File: config.mk
export PLATFORM = sky130hd
export DESIGN_NAME = cpu_gen2
export DESIGN_NICKNAME = d
export VERILOG_FILES = /design/src/rtl/cpu_gen2_pkg.sv /design/src/rtl/cpu_gen2_stack.sv /design/src/rtl/cpu_gen2.sv
export SDC_FILE = /design/constraint.sdc
export NUM_CORES = 1
export LEC_CHECK = 0
export ABC_AREA = 0
export CORE_UTILIZATION = 55
export DETAILED_ROUTE_END_ITERATION = 8
export PLACE_DENSITY = 0.85
export SYNTH_ARGS = -nofsm -noshare
export SYNTH_HDL_FRONTEND = slang
export SYNTH_SLANG_ARGS = --single-unit
File: constraint.sdc
create_clock -name clk_cpu -period 3.3 [get_ports clk_cpu]
set_input_delay 0.495 -clock clk_cpu [delete_from_list [all_inputs] [get_ports clk_cpu]]
set_output_delay 0.495 -clock clk_cpu [all_outputs]
set_load 0.01 [all_outputs]
File: src/rtl/cpu_gen2_pkg.sv
// Shared opcode constants and instruction field helpers for the cpu_gen2 core.
package cpu_gen2_pkg;

    localparam int unsigned OPCODE_W   = 4;
    localparam int unsigned MAX_INST_W = 64;

    localparam logic [OPCODE_W-1:0] OP_ADD_A  = 4'h0;
    localparam logic [OPCODE_W-1:0] OP_MOV_AB = 4'h1;
    localparam logic [OPCODE_W-1:0] OP_IN_A   = 4'h2;
    localparam logic [OPCODE_W-1:0] OP_MOV_AI = 4'h3;
    localparam logic [OPCODE_W-1:0] OP_MOV_BA = 4'h4;
    localparam logic [OPCODE_W-1:0] OP_ADD_B  = 4'h5;
    localparam logic [OPCODE_W-1:0] OP_IN_B   = 4'h6;
    localparam logic [OPCODE_W-1:0] OP_MOV_BI = 4'h7;
    localparam logic [OPCODE_W-1:0] OP_CALL   = 4'h8;
    localparam logic [OPCODE_W-1:0] OP_OUT_B  = 4'h9;
    localparam logic [OPCODE_W-1:0] OP_RET    = 4'hA;
    localparam logic [OPCODE_W-1:0] OP_OUT_I  = 4'hB;
    localparam logic [OPCODE_W-1:0] OP_HALT   = 4'hC;
    localparam logic [OPCODE_W-1:0] OP_JC     = 4'hD;
    localparam logic [OPCODE_W-1:0] OP_JNC    = 4'hE;
    localparam logic [OPCODE_W-1:0] OP_JMP    = 4'hF;

    // Callers zero-extend inst to MAX_INST_W so one helper serves every DATA_W.
    function automatic logic [OPCODE_W-1:0] inst_opcode(input logic [MAX_INST_W-1:0] i,
                                                         input int unsigned data_w);
        return OPCODE_W'(i >> data_w);
    endfunction

    function automatic logic [MAX_INST_W-1:0] inst_imm(input logic [MAX_INST_W-1:0] i,
                                                       input int unsigned data_w);
        return i & ((MAX_INST_W'(1) << data_w) - MAX_INST_W'(1));
    endfunction

endpackage

File: src/rtl/cpu_gen2_stack.sv
// Return-address LIFO for cpu_gen2; storage is not reset, only the stack pointer.
module cpu_gen2_stack
    import cpu_gen2_pkg::*;
#(
    parameter int unsigned DATA_W      = 4,
    parameter int unsigned STACK_DEPTH = 4
) (
    input  logic                               clk,
    input  logic                               reset,
    input  logic                               push,
    input  logic                               pop,
    input  logic [DATA_W-1:0]                  din,
    output logic [DATA_W-1:0]                  top,
    output logic                               full,
    output logic                               empty,
    output logic [$clog2(STACK_DEPTH+1)-1:0]   sp
);

    localparam int unsigned SP_W  = $clog2(STACK_DEPTH + 1);
    localparam int unsigned IDX_W = (STACK_DEPTH > 1) ? $clog2(STACK_DEPTH) : 1;

    logic [DATA_W-1:0] mem [STACK_DEPTH];
    logic [SP_W-1:0]   sp_q;

    assign full  = (sp_q == SP_W'(STACK_DEPTH));
    assign empty = (sp_q == '0);
    assign sp    = sp_q;
    assign top   = mem[IDX_W'(sp_q - SP_W'(1))];

    always_ff @(posedge clk) begin
        if (push) begin
            mem[IDX_W'(sp_q)] <= din;
        end
    end

    always_ff @(posedge clk) begin
        if (!reset) begin
            sp_q <= '0;
        end else if (push) begin
            sp_q <= sp_q + SP_W'(1);
        end else if (pop) begin
            sp_q <= sp_q - SP_W'(1);
        end
    end

endmodule

File: src/rtl/cpu_gen2.sv
// Parametrised TD4-style core with fetch handshake, CALL/RET stack, JC and HALT.
// Defining CPU_GEN2_DBG_PORT_EN exposes reg A, reg B and the stack pointer as outputs.
module cpu_gen2
    import cpu_gen2_pkg::*;
#(
    parameter int unsigned DATA_W      = 4,
    parameter int unsigned STACK_DEPTH = 4
) (
    input  logic                    clk_cpu,
    input  logic                    reset,
    input  logic [DATA_W+3:0]       inst,
    input  logic                    inst_valid,
    input  logic [DATA_W-1:0]       in_port,
    output logic [DATA_W-1:0]       pc,
    output logic [DATA_W-1:0]       out_port,
    output logic                    carry,
    output logic                    halted,
    output logic                    stack_err
`ifdef CPU_GEN2_DBG_PORT_EN
    ,
    output logic [DATA_W-1:0]                dbg_reg_a,
    output logic [DATA_W-1:0]                dbg_reg_b,
    output logic [$clog2(STACK_DEPTH+1)-1:0] dbg_sp
`endif
);

    localparam int unsigned SP_W = $clog2(STACK_DEPTH + 1);

    logic [DATA_W-1:0] pc_q, a_q, b_q, out_q;
    logic              carry_q, halted_q, stack_err_q;

    logic [OPCODE_W-1:0] opcode;
    logic [DATA_W-1:0]   imm, add_op, pc_inc, stack_top;
    logic [DATA_W:0]     add_res;
    logic                exec, push, pop, stack_full, stack_empty;
    logic [SP_W-1:0]     stack_sp;

    assign opcode  = inst_opcode(MAX_INST_W'(inst), DATA_W);
    assign imm     = DATA_W'(inst_imm(MAX_INST_W'(inst), DATA_W));
    assign exec    = inst_valid && !halted_q;
    assign add_op  = (opcode == OP_ADD_B) ? b_q : a_q;
    assign add_res = {1'b0, add_op} + {1'b0, imm};
    assign pc_inc  = pc_q + DATA_W'(1);
    assign push    = exec && (opcode == OP_CALL) && !stack_full;
    assign pop     = exec && (opcode == OP_RET) && !stack_empty;

    cpu_gen2_stack #(
        .DATA_W      (DATA_W),
        .STACK_DEPTH (STACK_DEPTH)
    ) u_stack (
        .clk   (clk_cpu),
        .reset (reset),
        .push  (push),
        .pop   (pop),
        .din   (pc_inc),
        .top   (stack_top),
        .full  (stack_full),
        .empty (stack_empty),
        .sp    (stack_sp)
    );

    always_ff @(posedge clk_cpu) begin
        if (!reset) begin
            pc_q        <= '0;
            a_q         <= '0;
            b_q         <= '0;
            out_q       <= '0;
            carry_q     <= 1'b0;
            halted_q    <= 1'b0;
            stack_err_q <= 1'b0;
        end else if (exec) begin
            // Only ADD sets carry; every other executed instruction clears it.
            carry_q <= 1'b0;
            pc_q    <= pc_inc;
            case (opcode)
                OP_ADD_A:  begin a_q <= add_res[DATA_W-1:0]; carry_q <= add_res[DATA_W]; end
                OP_MOV_AB: a_q <= b_q;
                OP_IN_A:   a_q <= in_port;
                OP_MOV_AI: a_q <= imm;
                OP_MOV_BA: b_q <= a_q;
                OP_ADD_B:  begin b_q <= add_res[DATA_W-1:0]; carry_q <= add_res[DATA_W]; end
                OP_IN_B:   b_q <= in_port;
                OP_MOV_BI: b_q <= imm;
                OP_CALL:   if (stack_full) stack_err_q <= 1'b1; else pc_q <= imm;
                OP_OUT_B:  out_q <= b_q;
                OP_RET:    if (stack_empty) stack_err_q <= 1'b1; else pc_q <= stack_top;
                OP_OUT_I:  out_q <= imm;
                OP_HALT:   begin halted_q <= 1'b1; pc_q <= pc_q; end
                OP_JC:     if (carry_q) pc_q <= imm;
                OP_JNC:    if (!carry_q) pc_q <= imm;
                OP_JMP:    pc_q <= imm;
                default:   ;
            endcase
        end
    end

    assign pc        = pc_q;
    assign out_port  = out_q;
    assign carry     = carry_q;
    assign halted    = halted_q;
    assign stack_err = stack_err_q;

`ifdef CPU_GEN2_DBG_PORT_EN
    assign dbg_reg_a = a_q;
    assign dbg_reg_b = b_q;
    assign dbg_sp    = stack_sp;
`else
    logic unused_stack_sp;
    assign unused_stack_sp = ^stack_sp;
`endif

endmodule

After elaboration in Yosys (flattened, before gate mapping) --
Memories as Yosys holds them, arrays and structs flattened. Index checks and enable logic that the tools add are counted.
Cells by class: add/subtract/negate cells 4, equal/unequal tests 18, multiplexer cells 17, bitwise operators 1, reduce and logical (&&, ||, !) cells 22
Operators with widths (count):
- $eq A4 B4 Y1 const B | 8
- $pmux W4 S4 | 2
- $pmux W4 S6 | 1
- $mux W4 | 5
- $eq A4 B3 Y1 const B | 4
- $reduce_and A2 Y1 | 5
- $eq A4 B2 Y1 const B | 2
- $pmux W4 S2 | 1
- $reduce_bool A4 Y1 | 2
- $mux W3 | 2
- $reduce_bool A2 Y1 | 3
- $add A4 B4 Y5 | 1
- $logic_and A1 B1 Y1 | 5
- $mux W1 | 5
- $add A4 B1 Y4 const B | 1
- $eq A4 B1 Y1 const B | 1
- $logic_not A4 Y1 | 1
- $ne A2 B2 Y1 const B | 2
- $reduce_and A4 Y1 | 1
- $add A3 B1 Y3 const B | 1
- $eq A3 B3 Y1 const B | 1
- $logic_not A1 Y1 | 3
- $logic_not A3 Y1 | 1
- $sub A3 B1 Y3 const B | 1
- other kinds (3) | 3
Word-level totals: bits in registers 22, RAM bits 16, input bits 15, logic and storage cells 71, memories kept 1
Memory list:
- u_stack.mem | words 4, bits a word 4, read ports 1, clocked after memory_dff 0, write ports 1, line cpu_gen2_stack.sv:22 | logic [DATA_W-1:0] mem [STACK_DEPTH];

Depth between registers and ports, before layout --
depth in word-level cells 6, gate-level depth with buffers 13, gate-level depth less buffers 11

Hierarchy --
Synthesis repeated with hierarchy kept, for this count alone.
Unflattened totals: cells, all modules 201, area, all modules 2234.6 sq um
Modules (own cells, without submodules):
- cpu_gen2 | times used 1, cells an instance 151, area each 1398.8 sq um, seq. area each 380.4 sq um
- cpu_gen2_stack | times used 1, cells an instance 50, area each 835.8 sq um, seq. area each 540.5 sq um

Worst setup path before layout --
OpenSTA, ideal clock, no wires.
path type input -> register, start input port inst[5], end register a_q[2], setup time 0.128 ns, data arrival time 2.578 ns, setup slack 0.594 ns, cell stages on the path 12, buffers on the path 2, cells stage by stage buf_6 > nor2_1 > and3_1 > clkbuf_1 > mux2_2 > ha_1 > inv_1 > fa_1 > xnor2_1 > mux4_1 > mux2i_1 > nor2_1
Between the ends: word-level cells in the longest chain between the ends 4, elaborated cells between the ends (all ways) 10, classes of those cells add/sub: 1; eq/ne: 4; mux: 2; reduce/logical: 3
Ends and longest elaborated chain:
- start, declared | line cpu_gen2.sv:11 | input logic [DATA_W+3:0] inst,
- $eq A4 B3 Y1 | line cpu_gen2.sv:41 | assign add_op = (opcode == OP_ADD_B) ? b_q : a_q;
- $mux W4 | line cpu_gen2.sv:41
- $add A4 B4 Y5 | line cpu_gen2.sv:42 | assign add_res = {1'b0, add_op} + {1'b0, imm};
- $pmux W4 S4 | line cpu_gen2.sv:75 | case (opcode)
- end signal, assigned | line cpu_gen2.sv:76 | OP_ADD_A: begin a_q <= add_res[DATA_W-1:0]; carry_q <= add_res[DATA_W]; end
- end signal, assigned | line cpu_gen2.sv:77 | OP_MOV_AB: a_q <= b_q;
- end signal, assigned | line cpu_gen2.sv:78 | OP_IN_A: a_q <= in_port;
- end, declared | line cpu_gen2.sv:29 | logic [DATA_W-1:0] pc_q, a_q, b_q, out_q;
Several ways; a longest one is shown, not always the timed one. A chain may end at the register's enable or synchronous reset.

Worst setup path after layout --
Ends and elaborated chain as after synthesis.

==> results.txt <==
number of nets in the synthesized netlist: 239
simple-gate share of the synthesized area: 0.1492
sum of routed wire length over all layers: 5.033 mm
routed vias: 1743
layout cells sized above 1: 0.1392
ys async rst share: 0
xor/xnor cell area share of the yosys netlist: 0.03027
post-detailed-route wirelength per cell: 17.54 um
largest area contributor in the netlist: edfxtp_1
critical path endpoint category: flop
Pwr per Cell Area: 433.6 nW/um2
Placement Setup Slack: 0.1819 ns
width of the die: 66.88 um
final non-filler cell total: 287
placeable core region: 4029 um2
Tmin final: 2.805 ns
area post-placement: 2545 um2
CTS Buffer Depth: 2
clock input transition at the sequential cells of the worst setup and hold paths: 0.08 ns
Worst Slack Setup Final: 0.4953 ns
sinks on the clock net: 38
fraction of the mapped netlist area in compound gates: 0.1470
TritonCTS clock tree: done
number of nets with antenna violations after detailed routing: 0
critical path fanouts, max: 4
Avg Cell Area, Syn: 10.87 um2
Detail Placement HPWL: 3.601 mm
cell family with the largest share of critical-path delay: multiplexers
Post-Synthesis Cells: 213
maximum level of the CTS H-tree: 2
num ports: 26
synthesized-area fraction occupied by adder cells: 0.06270
via count of the first global-routing pass: 1615
worst path required time: 3.48 ns
number of different library cells in the post-synthesis netlist: 55
ranking of synthesized cells by instance count: dfxtp_1 (22), nor2_1 (21), edfxtp_1 (16)
Row Count: 23
overall routing resource usage: 0.2486
netlist area before placement: 2315 um2
path type of the worst min-delay path: reg2reg
arrival time of data at the critical path endpoint: 2.98 ns
Post-Route Skew: 0.008287 ns
die height: 66.88 um
number of buffers added for setup after CTS: 0
Hold-fix buffers, CTS: 0
Pre-Repair DR Iteration Count: 4
pin count of the biggest net entering global routing: 19
fraction of post-synthesis cell area in the top cell type by area: 0.2076
transition at the pin with the smallest max-transition slack: 0.5984 ns
cells along the critical path: clkdlybuf4s50_1, nor2_1, and3_1, mux2_2, ha_1, inv_1, fa_1, xnor2_1, mux4_1, mux2i_1, nor2_1
final number of hold-violating endpoints: 0
Most used DFF post-synth: dfxtp_1
Max stage delay on crit path: 0.50 ns
GP Congestion: 0.8787
category of the most critical setup path: in2reg
number of instances in the placed design: 279
max-slew headroom at the worst pin: 0.5989
total of flip-flops plus latches after synthesis: 38
Fin Setup TNS: 0 ns
setup repair after global routing missed its margin: false
number of antenna violations at the first check in global routing: 0
Max Clk Rate: 356.6 MHz
final setup vio count: 0
total congestion overflow after global routing: 0
cell type of the slowest stage on the worst timing path: mux4_1
Initial Utilization: 0.5745
count of nets after finishing: 262
leakage power: 1.018 nW
smallest hold slack: 0.4775 ns
final standard cell area without fillers: 2683 um2
post-route clock period utilization: 0.8499
n_diodes: 0
maximum vdd ir drop: 0.3215 mV
status: finished, final reports clean
element type at the critical path start: input port
CTS buffer count: 5
end-of-flow core utilization: 0.6658
overall power of the completed layout: 1.163 mW
insertion delay of the later-clocked pin in the worst-skew pair: 0.30 ns
CTS Root Cell: clkbuf_8
floorplan die area: 4472 um2
remaining routing DRC violations: 0
library cell with the highest instance count after synthesis: dfxtp_1
mux share of post-synthesis cell area: 0.1465
number of warnings issued by yosys: 0
input/output buffers: 25
max-slew violation count: 0
largest cells by area after synthesis: edfxtp_1 (21%), dfxtp_1 (19%), mux4_1 (6.8%), ha_1 (5.4%), mux2i_1 (3.5%)
wire length of the first global-routing pass: 8.066 mm
count of flip-flops with a built-in enable after synthesis: 16
combined buffer and inverter count along the critical path: 2
drt first-iter violations: 270
dominant cell type by count on the critical path: nor2_1
portion of the post-synthesis area used by sequential elements: 0.3978
Layout Area Growth over Synthesis: 15.89%
Max-cap violations: 0
largest family of logic cells by synthesized area: simple AND/OR/NAND/NOR gates
# resized after CTS: 0
average vias per placed instance: 6.073
## flip-flops by register name (all words and copies together) (netlist names)
signal       count
u_stack.mem     16
a_q              4
b_q              4
out_port         4
pc               4
u_stack.sp       3
carry            1
halted           1
stack_err        1
## final cells by class
class	count	area (um2)
well taps	50	62.56
clock inverters	3	68.82
inverters	9	33.78
clock buffers	5	68.82
fillers	296	1346
repair buffers	30	287.8
multi-input cells	152	1240
flip-flops and latches	38	920.9
## cell usage in the layout (no fill, tap or decap), types with 5 or more instances in the layout
master	synthesis	final
clkdlybuf4s50_1	0	25
dfxtp_1	22	22
nor2_1	21	21
edfxtp_1	16	16
nand2_1	14	14
a21oi_1	13	13
ha_1	10	10
inv_1	8	8
mux2i_1	8	8
o21ai_0	7	7
mux4_1	6	6
mux2_2	5	5
nand3_1	5	5
xnor2_1	5	5
clkbuf_8	2	5
buf_4	0	5
## per-layer routing
metal,vias to the layer above,global-route usage,part of all wire
li1,848,-,-
met1,810,0.3538,0.46
met2,79,0.3624,0.45
met3,6,0.06336,0.070
met4,0,0.08511,0.015
met5,-,0,0
## where the power goes
| part | internal [mW] | leakage, nW | switching, mW | total, mW |
|---|---|---|---|---|
| Sequential | 0.504 | 0.323 | 0.0112 | 0.515 |
| Combinational | 0.0783 | 0.627 | 0.0867 | 0.165 |
| Clock | 0.303 | 0.0683 | 0.180 | 0.483 |
## cells by family after synthesis
| kind of cell | count (synthesis) |
|---|---|
| multiplexers | 21 |
| buffers and inverters | 23 |
| adder cells (fa/ha/maj) | 11 |
| flip-flops | 38 |
| AND/OR/NAND/NOR | 64 |
| AO/OA/AOI/OAI | 48 |
| XOR/XNOR | 8 |
## final timing paths
check,end,slack (ns),from,depth (start not counted)
setup reg to reg,a_q[2]$_SDFFE_PN0P_,1.20,b_q[0]$_SDFFE_PN0P_,8
setup / recovery,a_q[2]$_SDFFE_PN0P_,0.50,inst[5],11
hold reg to reg,stack_err$_SDFFE_PN0P_,0.48,stack_err$_SDFFE_PN0P_,1
hold / removal,stack_err$_SDFFE_PN0P_,0.48,stack_err$_SDFFE_PN0P_,1
(Power assumes the default switching activity.)
==> edit 1: new RTL, same settings <==
Add a define of `CPU_GEN2_DBG_PORT_EN`.
--- a/src/rtl/cpu_gen2.sv
+++ b/src/rtl/cpu_gen2.sv
@@ -1,5 +1,7 @@
 // Parametrised TD4-style core with fetch handshake, CALL/RET stack, JC and HALT.
 // Defining CPU_GEN2_DBG_PORT_EN exposes reg A, reg B and the stack pointer as outputs.
+`define CPU_GEN2_DBG_PORT_EN
+
 module cpu_gen2
     import cpu_gen2_pkg::*;
 #(
Formal check against the unedited RTL (old outputs only; new: dbg_reg_a, dbg_reg_b and dbg_sp): equivalent (equiv_simple and equiv_induct, registers matched by name and starting in step).
==> edit 1 against the original RTL <==
Sequential cell count stayed put; hold slack worse by 0.0039 ns; synthesized area is 4.9% lower; via count is 3.2% higher; total power is 14% lower; setup slack worse by 0.034 ns; first-iteration DRC count is 59% lower; sequential share of layout area hardly changed; register-to-register slack worse by 0.11 ns; final area hardly changed; combinational power hardly changed; global-route usage is 1.4 points higher; routed wire length is 2.4% lower; largest power group unchanged.
==> edit 1: results (changes against the original RTL) <==
Logic synthesis
  – Synth Instances: 217 (was 213)
  – Yosys cell types: 43 (was 55)
  – Synth area leaders: edfxtp_1 22%, dfxtp_1 20%, mux4_2 6.1% (was edfxtp_1 21%, dfxtp_1 19%, mux4_1 6.8%)
  – Synth Net Count: 243 (was 239)
  – Most frequent cells after synthesis: 24 x nand2_1, 22 x dfxtp_1, 17 x o21ai_0 (was 22 x dfxtp_1, 21 x nor2_1, 16 x edfxtp_1)
  – Sequential area share after synthesis: 41.8% (was 39.8%)

Power and ir drop
  – Worst vdd ir: 0.308 mV (was 0.322 mV)
  – P_seq: ~0.00052 W
  – Sw Share: 26.6% (was 23.9%)
  – Power Clock: 0.000311 W (was 0.000483 W)

GRT
  – M2 GR Usage: 41.6% (was 36.2%)
  – GR Layer Usage met1: 36.0% (was 35.4%)
  – Pin count of the biggest net entering global routing: 26 (was 19)
  – Met3 usage: 3.82% (was 6.34%)
  – Total GRT Usage: 26.2% (was 24.9%)
  – First-pass GRT wire length: 8380 µm (was 8070 µm)

Placed design
  – Placed cell count: 293 (was 279)
  – Routability cong.: 0.858 (was 0.879)
  – Port Buffers: 36 (was 25)
  – HPWL after detailed placement: 3610 µm (was 3600 µm)

Finish
  – Fin nets: 278 (was 262)
  – Fraction of layout cells with a size suffix above 1: 10.7% (was 13.9%)
  – # fillers: 293 (was 296)
  – Non-Filler Instances: 301 (was 287)

Drt
  – DRT Pass-1 Iters: 4 (unchanged)
  – Wirelength per Cell: 16.3 µm (was 17.5 µm)
  – Routed vias: 1798 (was 1743)

Clock network
  – H-tree depth: 2 (unchanged)

Outcome
  – Status: finished clean (unchanged)

Critical path
  – Arrival time at the worst endpoint: 3.03 ns (was 2.98 ns)
  – Max Fanout on Critical Path: 6 (was 4)

STA
  – Max-slew headroom: 45.3% (was 59.9%)
  – Setup Skew: 0.0115 ns (was 0.00829 ns)
-- edit 1: critical path, stage by stage --
cell,delay [ns]
clkdlybuf4s50_1,0.50
inv_1,0.15
nand2_1,0.09
nor2_1,0.28
mux2_2,0.40
ha_1,0.28
a21o_1,0.19
a21oi_1,0.17
xnor2_1,0.16
nor2_1,0.06
o32ai_1,0.27
-- edit 1: cell families (layout without fill, tap and decap cells) --
family | after synthesis | after routing | synth area share, %
buffers and inverters | 20 | 56 | 3.69
DFF | 38 | 38 | 41.8
AOI/OAI and AO/OA | 56 | 56 | 17.9
adders and majority gates | 11 | 11 | 6.59
muxes | 19 | 19 | 12.3
xor gates and xnor gates | 7 | 7 | 2.79
and+or+nand+nor | 66 | 66 | 14.8
-- edit 1: area by class of cell --
cell class | count | share of cell area, %
multi-input cells | 159 | 44.6
flip-flops and latches | 38 | 34.3
clock buffers | 5 | 2.56
clock inverters | 3 | 0.606
repair buffers | 40 | 14.5
well taps | 48 | 2.24
inverters | 8 | 1.12
-- edit 1: final timing paths --
path | slack [ns] | to | start
worst min register to register | 0.47 | stack_err | stack_err
worst max-delay path | 0.46 | dbg_reg_b[3] | inst[7]
worst max register to register | 1.09 | u_stack.mem[2][3] | u_stack.sp[0]
worst min-delay path | 0.47 | stack_err | stack_err
-- edit 1: layer usage --
metal | up-vias | share of wire [%]
met5 | - | 0
met4 | 0 | 1.5
met3 | 9 | 6.2
met2 | 78 | 47
met1 | 848 | 45
li1 | 863 | -
-- edit 1: stage by stage --
step                      instance area (µm²)  power (W)  worst slack [ns]  hold slack [ns]
after CTS                                2690   0.000995             0.483            0.476
after global placement                   2600   0.000687             0.283            0.455
after floorplan                          2200   0.000623             0.708            0.509
after detailed placement                 2600   0.000692             0.195            0.457
final                                    2690   0.000995             0.461            0.474
after global routing                     2690    0.00103             0.268            0.493
==> edit 2: new RTL, same flow settings <==
Made on the original files. Register the output `stack_err` once more, cleared by the reset; this adds one clock of latency there. The other outputs are not delayed to match.
--- a/src/rtl/cpu_gen2.sv
+++ b/src/rtl/cpu_gen2.sv
@@ -98,7 +98,13 @@
     assign out_port  = out_q;
     assign carry     = carry_q;
     assign halted    = halted_q;
-    assign stack_err = stack_err_q;
+    always_ff @(posedge clk_cpu) begin
+        if (!reset) begin
+            stack_err <= '0;
+        end else begin
+            stack_err <= stack_err_q;
+        end
+    end
 
 `ifdef CPU_GEN2_DBG_PORT_EN
     assign dbg_reg_a = a_q;
Function: changed (a bounded check fails within 4 cycles, from zero or initial values and one cycle with reset low).
==> edit 2 against the original RTL <==
Routed wire length up 2.9%; total power is 6.0% lower; sequential cell count up 1; largest power group unchanged; setup slack improved by 0.042 ns; global-route usage grew 1.2 points; sequential share of layout area increased by 0.89 points; hold slack improved by 0.016 ns; synthesized area is 1.9% lower; final area fell by 0.42%; register-to-register slack worse by 0.09 ns; critical endpoint is now a_q[1]; clock skew decreased by 0.0032 ns.
==> edit 2: results (changes against the original RTL) <==
Logic synthesis
  – Synth Area in Adders: 6.39% (was 6.27%)
  – Most frequent cells after synthesis: 23 x dfxtp_1, 20 x nor2_1, 18 x o21ai_0 (was 22 x dfxtp_1, 21 x nor2_1, 16 x edfxtp_1)
  – Post-synth EDFFs: 16 (unchanged)
  – Yosys cell types: 48 (was 55)
  – Compound-Gate Fraction of Synth Area: 17.7% (was 14.7%)
  – Post-synthesis xor/xnor area fraction: 3.09% (was 3.03%)
  – Count leader, synth: dfxtp_1 (unchanged)
  – Synth area leaders: edfxtp_1 21%, dfxtp_1 20%, mux4_2 6.0% (was edfxtp_1 21%, dfxtp_1 19%, mux4_1 6.8%)
  – Synth Net Count: 251 (was 239)
  – Multiplexer area fraction after synthesis: 12.5% (was 14.6%)
  – Sequential area share after synthesis: 41.4% (was 39.8%)
  – Synth Instances: 225 (was 213)

Drt
  – DRT iter0 DRCs: 250 (was 270)
  – Metal3 WL: 498 µm (was 351 µm)
  – DRT Pass-1 Iters: 5 (was 4)
  – Routed WL: 5180 µm (was 5030 µm)
  – DR vias/cell: 6.29 (was 6.07)
  – Routed vias: 1894 (was 1743)
  – Top sig layer: met4 (unchanged)
  – WL met1: 2290 µm (was 2330 µm)
  – Metal2 WL: 2310 µm (was 2280 µm)

STA
  – Setup Skew: 0.00505 ns (was 0.00829 ns)
  – Max-slew headroom: 61.4% (was 59.9%)

Clock network
  – Post-CTS Resized: 0 (unchanged)
  – Clk buf depth: 2 (unchanged)
  – Num CTS Buffers: 5 (unchanged)
  – Clock root buffer: clkbuf_8 (unchanged)

GRT
  – Initial antenna violation count: 0 (unchanged)
  – Vias in the first global route: 1714 (was 1615)
  – Met3 usage: 7.41% (was 6.34%)
  – First-pass GRT wire length: 8300 µm (was 8070 µm)
  – GR Layer Usage met1: 35.6% (was 35.4%)
  – M2 GR Usage: 38.6% (was 36.2%)
  – Total GRT Usage: 26.1% (was 24.9%)
  – Pin count of the biggest net entering global routing: 26 (was 19)

Finish
  – # fillers: 269 (was 296)
  – Fraction of layout cells with a size suffix above 1: 13.0% (was 13.9%)
  – Fin nets: 278 (was 262)

Placed design
  – Placed cell count: 293 (was 279)
  – Routability cong.: 0.838 (was 0.879)
  – Worst slack at placement: 0.236 ns (was 0.182 ns)
  – HPWL after detailed placement: 3730 µm (was 3600 µm)

Min path
  – HP Class: reg2reg (unchanged)

Power and ir drop
  – Worst vdd ir: 0.292 mV (was 0.322 mV)
  – Leak pwr: 0.983 nW (was 1.02 nW)

Critical path
  – Critical-path top delay cell: clkdlybuf4s50_1 (was mux4_1)
  – Slowest Stage Delay on Critical Path: 0.45 ns (was 0.50 ns)
  – Arrival time at the worst endpoint: 3.00 ns (was 2.98 ns)

Outcome
  – Status: finished clean (unchanged)
[edit 2: cell type report]
class,count,area share (%)
Tap cell,48,2.25
Clock inverter,3,1.64
Sequential cell,39,35.2
Timing Repair Buffer,30,10.8
Inverter,9,1.26
Multi-Input combinational cell,167,46.3
Clock buffer,5,2.58
[edit 2: power breakdown]
part / leakage, nW / internal [W] / switching, W / total (W)
registers: 0.332 / 0.000517 / 0.0000126 / 0.000530
clock network: 0.0581 / 0.000225 / 0.000173 / 0.000398
logic: 0.593 / 0.0000766 / 0.0000894 / 0.000166
total: 0.983 / 0.000819 / 0.000275 / 0.00109
[edit 2: logic make-up (layout without fill, tap and decap cells)]
| family | after synthesis | in the layout |
|---|---|---|
| AOI/OAI and AO/OA | 64 | 64 |
| adders and majority gates | 11 | 11 |
| xor gates and xnor gates | 8 | 8 |
| muxes | 20 | 20 |
| and+or+nand+nor | 64 | 64 |
| DFF | 39 | 39 |
| buffers and inverters | 19 | 47 |
[edit 2: worst max-delay path, delay by kind of cell]
kind                       cells  cell delay [ns]
buffers and inverters          2             0.52
muxes                          1             0.38
adders and majority gates      2             0.61
and+or+nand+nor                4             0.67
AOI/OAI and AO/OA              3             0.31
[edit 2: through the flow]
step | hold WS [ns] | util [%] | instance area (µm²) | total power [W]
CTS | 0.496 | 70.3 | 2670 | 0.00110
global placement | 0.481 | 67.4 | 2560 | 0.000697
global route | 0.516 | 70.3 | 2670 | 0.00113
detailed placement | 0.478 | 67.4 | 2560 | 0.000702
finish | 0.494 | 70.3 | 2670 | 0.00109
floorplan | 0.429 | - | 2270 | 0.000641
[edit 2: worst paths after layout]
kind,start,endpoint,slack (ns),depth (start not counted)
max,inst[5],a_q[1],0.54,12
min,halted,halted,0.49,2
max reg2reg,u_stack.sp[0],pc[2],1.11,6
min reg2reg,halted,halted,0.49,2
